==> src/rtl/instr_queue.sv <==
// Fetch-to-decode instruction queue: circular FIFO of {pc, instr} with show-ahead head and flush on branch redirect.
// Optional INSTR_QUEUE_STATS_EN adds saturating stall_cycles / flush_count outputs.
module instr_queue #(
    parameter type T     = logic [31:0],
    parameter int  DEPTH = 4
) (
    input  logic                       clk,
    input  logic                       reset,
    input  logic                       take_branch,
    input  T                           instr_from_fetch,
    input  T                           pc_from_fetch,
    input  logic                       valid_from_fetch,
    output logic                       ready_to_fetch,
    output T                           instr_to_decode,
    output T                           pc_to_decode,
    output logic                       valid_to_decode,
    input  logic                       ready_from_decode,
    output logic [$clog2(DEPTH+1)-1:0] count
`ifdef INSTR_QUEUE_STATS_EN
    ,
    output logic [31:0]                stall_cycles,
    output logic [31:0]                flush_count
`endif
);

    localparam int PW = $clog2(DEPTH);
    localparam int CW = $clog2(DEPTH+1);
    localparam logic [CW-1:0] FULL_COUNT = CW'(DEPTH);

    T pc_mem    [DEPTH];
    T instr_mem [DEPTH];

    logic [PW-1:0] wr_ptr;
    logic [PW-1:0] rd_ptr;
    logic          push;
    logic          pop;

    // Ready depends only on registered occupancy, so a full queue cannot accept even when decode pops.
    assign ready_to_fetch  = (count != FULL_COUNT) && !reset;
    assign valid_to_decode = (count != '0);
    assign push = valid_from_fetch && ready_to_fetch && !take_branch;
    assign pop  = valid_to_decode && ready_from_decode && !take_branch;

    assign pc_to_decode    = valid_to_decode ? pc_mem[rd_ptr]    : '0;
    assign instr_to_decode = valid_to_decode ? instr_mem[rd_ptr] : '0;

    always_ff @(posedge clk) begin
        if (push) begin
            pc_mem[wr_ptr]    <= pc_from_fetch;
            instr_mem[wr_ptr] <= instr_from_fetch;
        end
    end

    always_ff @(posedge clk) begin
        if (reset || take_branch) begin
            wr_ptr <= '0;
            rd_ptr <= '0;
            count  <= '0;
        end else begin
            if (push) wr_ptr <= wr_ptr + PW'(1);
            if (pop)  rd_ptr <= rd_ptr + PW'(1);
            case ({push, pop})
                2'b10:   count <= count + CW'(1);
                2'b01:   count <= count - CW'(1);
                default: count <= count;
            endcase
        end
    end

`ifdef INSTR_QUEUE_STATS_EN
    // Counters survive take_branch so redirect statistics accumulate across flushes.
    always_ff @(posedge clk) begin
        if (reset) begin
            stall_cycles <= '0;
            flush_count  <= '0;
        end else begin
            if (valid_from_fetch && !ready_to_fetch && (stall_cycles != '1))
                stall_cycles <= stall_cycles + 32'd1;
            if (take_branch && (flush_count != '1))
                flush_count <= flush_count + 32'd1;
        end
    end
`endif

endmodule
==> config.mk <==
export PLATFORM = sky130hd
export DESIGN_NAME = instr_queue
export DESIGN_NICKNAME = d
export VERILOG_FILES = /design/src/rtl/instr_queue.sv
export SDC_FILE = /design/constraint.sdc
export NUM_CORES = 1
export LEC_CHECK = 0
export CAP_MARGIN = 20
export CORE_UTILIZATION = 47
export CTS_BUF_LIST = sky130_fd_sc_hd__clkbuf_8 sky130_fd_sc_hd__clkbuf_16
export CTS_CLUSTER_DIAMETER = 80
export DETAILED_ROUTE_END_ITERATION = 6
export PLACE_DENSITY = 0.74
export SETUP_SLACK_MARGIN = 0.1
export SKIP_CTS_REPAIR_TIMING = 1
export SLEW_MARGIN = 0
export SYNTH_ARGS = -nofsm -noshare
export SYNTH_HDL_FRONTEND = slang
export SYNTH_SLANG_ARGS = --single-unit
==> constraint.sdc <==
create_clock -name clk -period 8.2 [get_ports clk]
set_clock_uncertainty 0.2 [all_clocks]
set_input_delay 1.23 -clock clk [delete_from_list [all_inputs] [get_ports clk]]
set_output_delay 1.23 -clock clk [all_outputs]
set_load 0.005 [all_outputs]
* Yosys cells after proc, flatten, opt, wreduce, memory -nomap -nowiden
Memory sizes are Yosys's and may differ from the RTL's. A register that Yosys moved wholly into a read port is not among the register bits.
Index checks and enable logic that the tools add are counted.
** Cells by class
- Muxes and demuxes :: 9
- Equality and inequality tests :: 3
- $add $sub $neg :: 4
- Reduce and logical (&&, ||, !) cells :: 10
** Operators with widths (count)
- two-way mux 32 bit :: 2
- two-way mux 2 bit :: 4
- case mux 3 bit (2 select lines) :: 1
- logical AND 1 bit :: 5
- adder 2 x 1 -> 2 bit (second input constant) :: 2
- adder 3 x 1 -> 3 bit (second input constant) :: 1
- != test 3 bit (second input constant) :: 1
- nonzero test 3 bit :: 1
- subtractor 3 x 1 -> 3 bit (second input constant) :: 1
- equality test 2 x 1 -> 1 bit (second input constant) :: 1
- equality test 2 bit (second input constant) :: 1
- zero test 1 bit :: 2
- two-way mux 1 bit :: 2
- nonzero test 2 bit :: 1
- logical OR 1 bit :: 1
** Word-level totals
- RAM bits :: 256
- Memories kept :: 2
- Logic and storage cells :: 31
- Register bits :: 7
** Memories
- instr_mem :: depth 4, width 32, rd ports 1, clocked after memory_dff 1, wr ports 1, RTL line 31 : T instr_mem [DEPTH];
- pc_mem :: depth 4, width 32, rd ports 1, clocked after memory_dff 1, wr ports 1, RTL line 30 : T pc_mem [DEPTH];

* Depth between registers and ports, before layout
- Depth in word-level cells :: 6
- Depth in mapped cells :: 9
- Depth with buffers taken out :: 9

* Worst setup path before layout
Ideal clock, no wire load.
- Path kind :: input-to-reg
- Start :: in reset
- End :: mem instr_mem[0][0] (netlist bit), enable pin
- Library setup time :: 0.429 ns
- Path buffers :: 0
- Stages on the path :: 2
- Arrival :: 3.119 ns
- Required time :: 7.571 ns
- Slack :: 4.452 ns
- Path through :: nor2_1 > and3_1
** Between the ends
- Longest elaborated chain between the ends :: 6
** Ends and longest elaborated chain
- start: declaration :: RTL line 8 : input logic reset,
- zero test 1 bit :: RTL line 39 : assign ready_to_fetch = (count != FULL_COUNT) && !reset;
- logical AND 1 bit :: RTL line 39
- logical AND 1 bit (2 in a row) :: RTL line 41 : assign push = valid_from_fetch && ready_to_fetch && !take_branch;
- two-way mux 1 bit :: RTL line 48 : if (push) begin
- two-way mux 1 bit (implied by the code) :: RTL line 50 : instr_mem[wr_ptr] <= instr_from_fetch;
- end: declaration :: RTL line 31
No other way between the ends.

==> impl_results.html <==
<table>
<tr><th>Metric</th><th>Value</th></tr>
<tr><th colspan="2">Setup path</th></tr>
<tr><td>Critical path buffers and inverters</td><td>2</td></tr>
<tr><td>Worst Path Required</td><td>6.77 ns</td></tr>
<tr><td>FF-to-FF setup slack</td><td>about 5.6 ns</td></tr>
<tr><td>Destination of the critical timing path</td><td>instr_to_decode[28]</td></tr>
<tr><td>Worst-path cell chain</td><td>buf_4 &gt; mux4_2 &gt; and2_1 &gt; clkdlybuf4s50_1</td></tr>
<tr><td>Sort of element at the end of the critical path</td><td>primary output</td></tr>
<tr><td>Endpoint of the worst-slack reg-to-reg timing path</td><td>count[2]$_SDFFE_PP0P_</td></tr>
<tr><td>Kind of critical path</td><td>reg2out</td></tr>
<tr><td>Cell family with most CP delay</td><td>buffers and inverters</td></tr>
<tr><td>Maximum net fanout on the critical path</td><td>47</td></tr>
<tr><td>Launching element type of the critical path</td><td>register</td></tr>
<tr><td>Delay contributed by the slowest stage of the critical path</td><td>0.78 ns</td></tr>
<tr><td>Crit path DAT</td><td>3.20 ns</td></tr>
<tr><td>Path depth of the worst reg2reg path</td><td>9</td></tr>
<tr><td>Total number of cells along the worst setup path</td><td>4</td></tr>
<tr><td>Highest-delay cell along the critical path</td><td>buf_4</td></tr>
<tr><td>Crit Reg-Reg Startpoint</td><td>count[2]$_SDFFE_PP0P_</td></tr>
<tr><th colspan="2">Global routing</th></tr>
<tr><td>First-pass GRT wire length</td><td>approximately 28,000 µm</td></tr>
<tr><td>Overflow left after global routing</td><td>0</td></tr>
<tr><td>Gr usage total</td><td>16.7%</td></tr>
<tr><td>Antenna violations before repair</td><td>1</td></tr>
<tr><td>Pin count of the biggest net entering global routing</td><td>65</td></tr>
<tr><td>Via count of the first global-routing pass</td><td>5,135</td></tr>
<tr><th colspan="2">Power</th></tr>
<tr><td>Worst vdd ir</td><td>0.145 mV</td></tr>
<tr><td>Leakage component of the power</td><td>roughly 0.004 µW</td></tr>
<tr><td>Cell area power density</td><td>212 mW/mm²</td></tr>
<tr><th colspan="2">Clock tree</th></tr>
<tr><td>Number of levels in the clock H-tree</td><td>1</td></tr>
<tr><td>Clock-pin slew of the registers on the worst-case setup and hold paths</td><td>0.06 ns</td></tr>
<tr><td>Number of buffers added by the clock tree synthesis step</td><td>25</td></tr>
<tr><td>Root Buffer</td><td>clkbuf_16</td></tr>
<tr><td>CTS tree</td><td>built</td></tr>
<tr><td>Skew-Pair Late Insertion Delay</td><td>about 0.50 ns</td></tr>
<tr><td>Maximum buffer depth of the clock tree</td><td>3</td></tr>
<tr><td>Sinks on the clock net</td><td>265</td></tr>
<tr><th colspan="2">Placement</th></tr>
<tr><td>Worst setup timing slack at the placement stage</td><td>4.02 ns</td></tr>
<tr><td>HPWL after detailed placement</td><td>10,100 µm</td></tr>
<tr><td>Global placer's final weighted congestion</td><td>approximately 0.72</td></tr>
<tr><td>Port-buffer cells</td><td>about 140</td></tr>
<tr><th colspan="2">STA</th></tr>
<tr><td>Period utilisation layout</td><td>56.5%</td></tr>
<tr><td>Count of final max-slew check failures</td><td>0</td></tr>
<tr><td>Setup-failing EPs final</td><td>0</td></tr>
<tr><td>F_max</td><td>216 MHz</td></tr>
<tr><td>Actual slew at the worst max-slew pin</td><td>1.01 ns</td></tr>
<tr><td>RSZ-0062 raised after global routing</td><td>false</td></tr>
<tr><td>Minimum clock period after layout</td><td>about 4.6 ns</td></tr>
<tr><td>Sum Neg Setup Slack</td><td>0 ns</td></tr>
<tr><td>Relative slew slack</td><td>roughly 32%</td></tr>
<tr><td>Final worst slack</td><td>3.57 ns</td></tr>
<tr><td>Final-report hold violation count</td><td>0</td></tr>
<tr><th colspan="2">Run</th></tr>
<tr><td>Max-cap violations</td><td>0</td></tr>
<tr><th colspan="2">Die</th></tr>
<tr><td>Standard-cell rows</td><td>53</td></tr>
<tr><td>Ports placed on the boundary</td><td>138</td></tr>
<tr><td>Starting Density</td><td>between 40% and 50%</td></tr>
<tr><td>Vertical die dimension</td><td>149 µm</td></tr>
<tr><td>Die ar.</td><td>0.0223 mm²</td></tr>
<tr><td>Core area</td><td>0.0212 mm²</td></tr>
<tr><td>X dimension of the die</td><td>around 150 µm</td></tr>
<tr><th colspan="2">Route</th></tr>
<tr><td>Routed length per instance</td><td>~20 µm</td></tr>
<tr><td>Vias</td><td>4,767</td></tr>
<tr><td>DR WL met3</td><td>1080 µm</td></tr>
<tr><td>Metal-1 WL</td><td>~7400 µm</td></tr>
<tr><td>Detailed Routing Iterations Pass 1</td><td>4</td></tr>
<tr><td>Final routed wirelength across all metal layers</td><td>17,900 µm</td></tr>
<tr><td>Initial DRC count</td><td>272</td></tr>
<tr><td>WL met2</td><td>9110 µm</td></tr>
<tr><td>DRC errors left</td><td>0</td></tr>
<tr><td>Avg Vias per Cell</td><td>5.32</td></tr>
<tr><td>Highest routing layer actually used</td><td>met5</td></tr>
<tr><td>Remaining antenna violation count after routing</td><td>0</td></tr>
<tr><th colspan="2">Logic synthesis</th></tr>
<tr><td>Async set-reset flop share out of synthesis</td><td>0%</td></tr>
<tr><td>Mapped Area</td><td>0.0102 mm²</td></tr>
<tr><td>Gate count of the mapped netlist</td><td>459</td></tr>
<tr><td>Top cell type's share of synthesized area</td><td>75.2%</td></tr>
<tr><td>Sequential share of the synthesized area</td><td>77.0%</td></tr>
<tr><td>Main area contributors after synthesis</td><td>edfxtp_1 (75%), mux4_2 (13%), and2_1 (3.9%)</td></tr>
<tr><td>Prevailing post-synth register cell</td><td>edfxtp_1</td></tr>
<tr><td>Library cell occupying the most area in the post-synthesis netlist</td><td>edfxtp_1</td></tr>
<tr><td>Synth Register Bits</td><td>between 200 and 300</td></tr>
<tr><td>Mean instance size in the synthesized netlist</td><td>approximately 22 µm²</td></tr>
<tr><td>Net Count, Synth</td><td>534</td></tr>
<tr><td>EDFF count, synth</td><td>256</td></tr>
<tr><td>Synthesis Warnings</td><td>0</td></tr>
<tr><td>Number of distinct library cells after synthesis</td><td>27</td></tr>
<tr><th colspan="2">Hold path</th></tr>
<tr><td>Path type of the worst min-delay path</td><td>reg2reg</td></tr>
<tr><td>Cell count of the worst hold path</td><td>2</td></tr>
<tr><th colspan="2">Finish</th></tr>
<tr><td>Synth-to-layout area growth</td><td>22.9%</td></tr>
<tr><td>Commonest cells after routing, fill and taps aside</td><td>edfxtp_1 (256), clkdlybuf4s50_1 (137), and2_1 (64), mux4_2 (60), clkbuf_16 (25)</td></tr>
<tr><td>Ant diodes</td><td>0</td></tr>
<tr><td>Layout cells sized above 1</td><td>16.9%</td></tr>
<tr><td>Layout Nets</td><td>678</td></tr>
<tr><td>Commonest non-fill, non-tap cell in the layout</td><td>edfxtp_1</td></tr>
<tr><th colspan="2">Outcome</th></tr>
<tr><td>Result of the run</td><td>complete, no violations</td></tr>
</table>
-- logic make-up after synthesis --
logic type,share of synthesized area [%]
AOI/OAI and AO/OA,0.429
xor gates and xnor gates,0.343
adders and majority gates,0.808
buffers and inverters,2.11
DFF,77.0
muxes,14.3
and+or+nand+nor,5.07
-- cells in the mapped netlist (2+ instances only) --
| cell | count |
|---|---|
| clkbuf_1 | 8 |
| mux4_1 | 4 |
| mux4_2 | 60 |
| o31ai_1 | 2 |
| and3_1 | 4 |
| inv_1 | 5 |
| buf_2 | 6 |
| nor2_1 | 8 |
| xor2_1 | 4 |
| ha_1 | 5 |
| and2_1 | 64 |
| dfxtp_1 | 9 |
| buf_12 | 6 |
| nand4_1 | 2 |
| or3_1 | 2 |
| o21ai_0 | 2 |
| nand2_1 | 2 |
| a21oi_1 | 2 |
| edfxtp_1 | 256 |
-- worst min-delay path by stage --
stage                      startpoint  slack [ns]                endpoint
2_1_floorplan  wr_ptr[0]$_SDFFE_PP0P_        0.27  wr_ptr[0]$_SDFFE_PP0P_
3_3_place_gp   wr_ptr[0]$_SDFFE_PP0P_        0.28  wr_ptr[0]$_SDFFE_PP0P_
3_5_place_dp   wr_ptr[0]$_SDFFE_PP0P_        0.32  wr_ptr[0]$_SDFFE_PP0P_
4_1_cts        wr_ptr[0]$_SDFFE_PP0P_        0.33  wr_ptr[0]$_SDFFE_PP0P_
5_1_grt        rd_ptr[1]$_SDFFE_PP0P_        0.36                register
6_report       wr_ptr[0]$_SDFFE_PP0P_        0.33  wr_ptr[0]$_SDFFE_PP0P_
-- area by class of cell --
cell class	count	area, µm²
Clock buffer	25	626
Clock inverter	20	140
Fill cell	1512	8590
Inverter	5	18.8
Multi-Input combinational cell	167	2160
Sequential cell	265	7880
Tap cell	275	344
Timing Repair Buffer	139	1400
-- where the power goes --
| group | internal, µW | total (µW) | switching [µW] | leakage [µW] |
|---|---|---|---|---|
| clock network | 615 | 1070 | 459 | 0.000400 |
| registers | 1500 | 1500 | 3.72 | 0.00239 |
| logic | 53.6 | 92.6 | 38.9 | 0.00115 |
-- metrics by stage --
step,instance area [µm²],total power [µW],util [%],hold WS [ns],instances
floorplan,10200,1560,-,0.270,459
global placement,11800,1620,55.7,0.277,850
detailed placement,11800,1620,55.8,0.318,851
CTS,12600,2690,59.4,0.326,896
global route,12600,2750,59.4,0.357,896
finish,12600,2670,59.4,0.328,896
-- routing by layer --
layer | global-route usage (%) | up-vias
met4 | 4.54 | 2
met1 | 20.8 | 2445
met3 | 3.45 | 24
met2 | 29.4 | 151
met5 | 0 | -
li1 | - | 2145
-- worst register-to-register path: cells and delay by family, from the launching register on --
kind | cells | cell delay (ns)
AOI/OAI and AO/OA | 1 | 0.15
xor gates and xnor gates | 1 | 0.16
adders and majority gates | 2 | 0.55
buffers and inverters | 1 | 0.06
DFF | 1 | 0.44
and+or+nand+nor | 4 | 1.02
-- flip-flops by register name, summed over array words and instances, names as in the netlist, named ones only --
| name | cells |
|---|---|
| instr_mem | 128 |
| pc_mem | 128 |
| count | 3 |
| rd_ptr | 2 |
| wr_ptr | 2 |
Note: power is estimated with default switching activity, not from simulation.
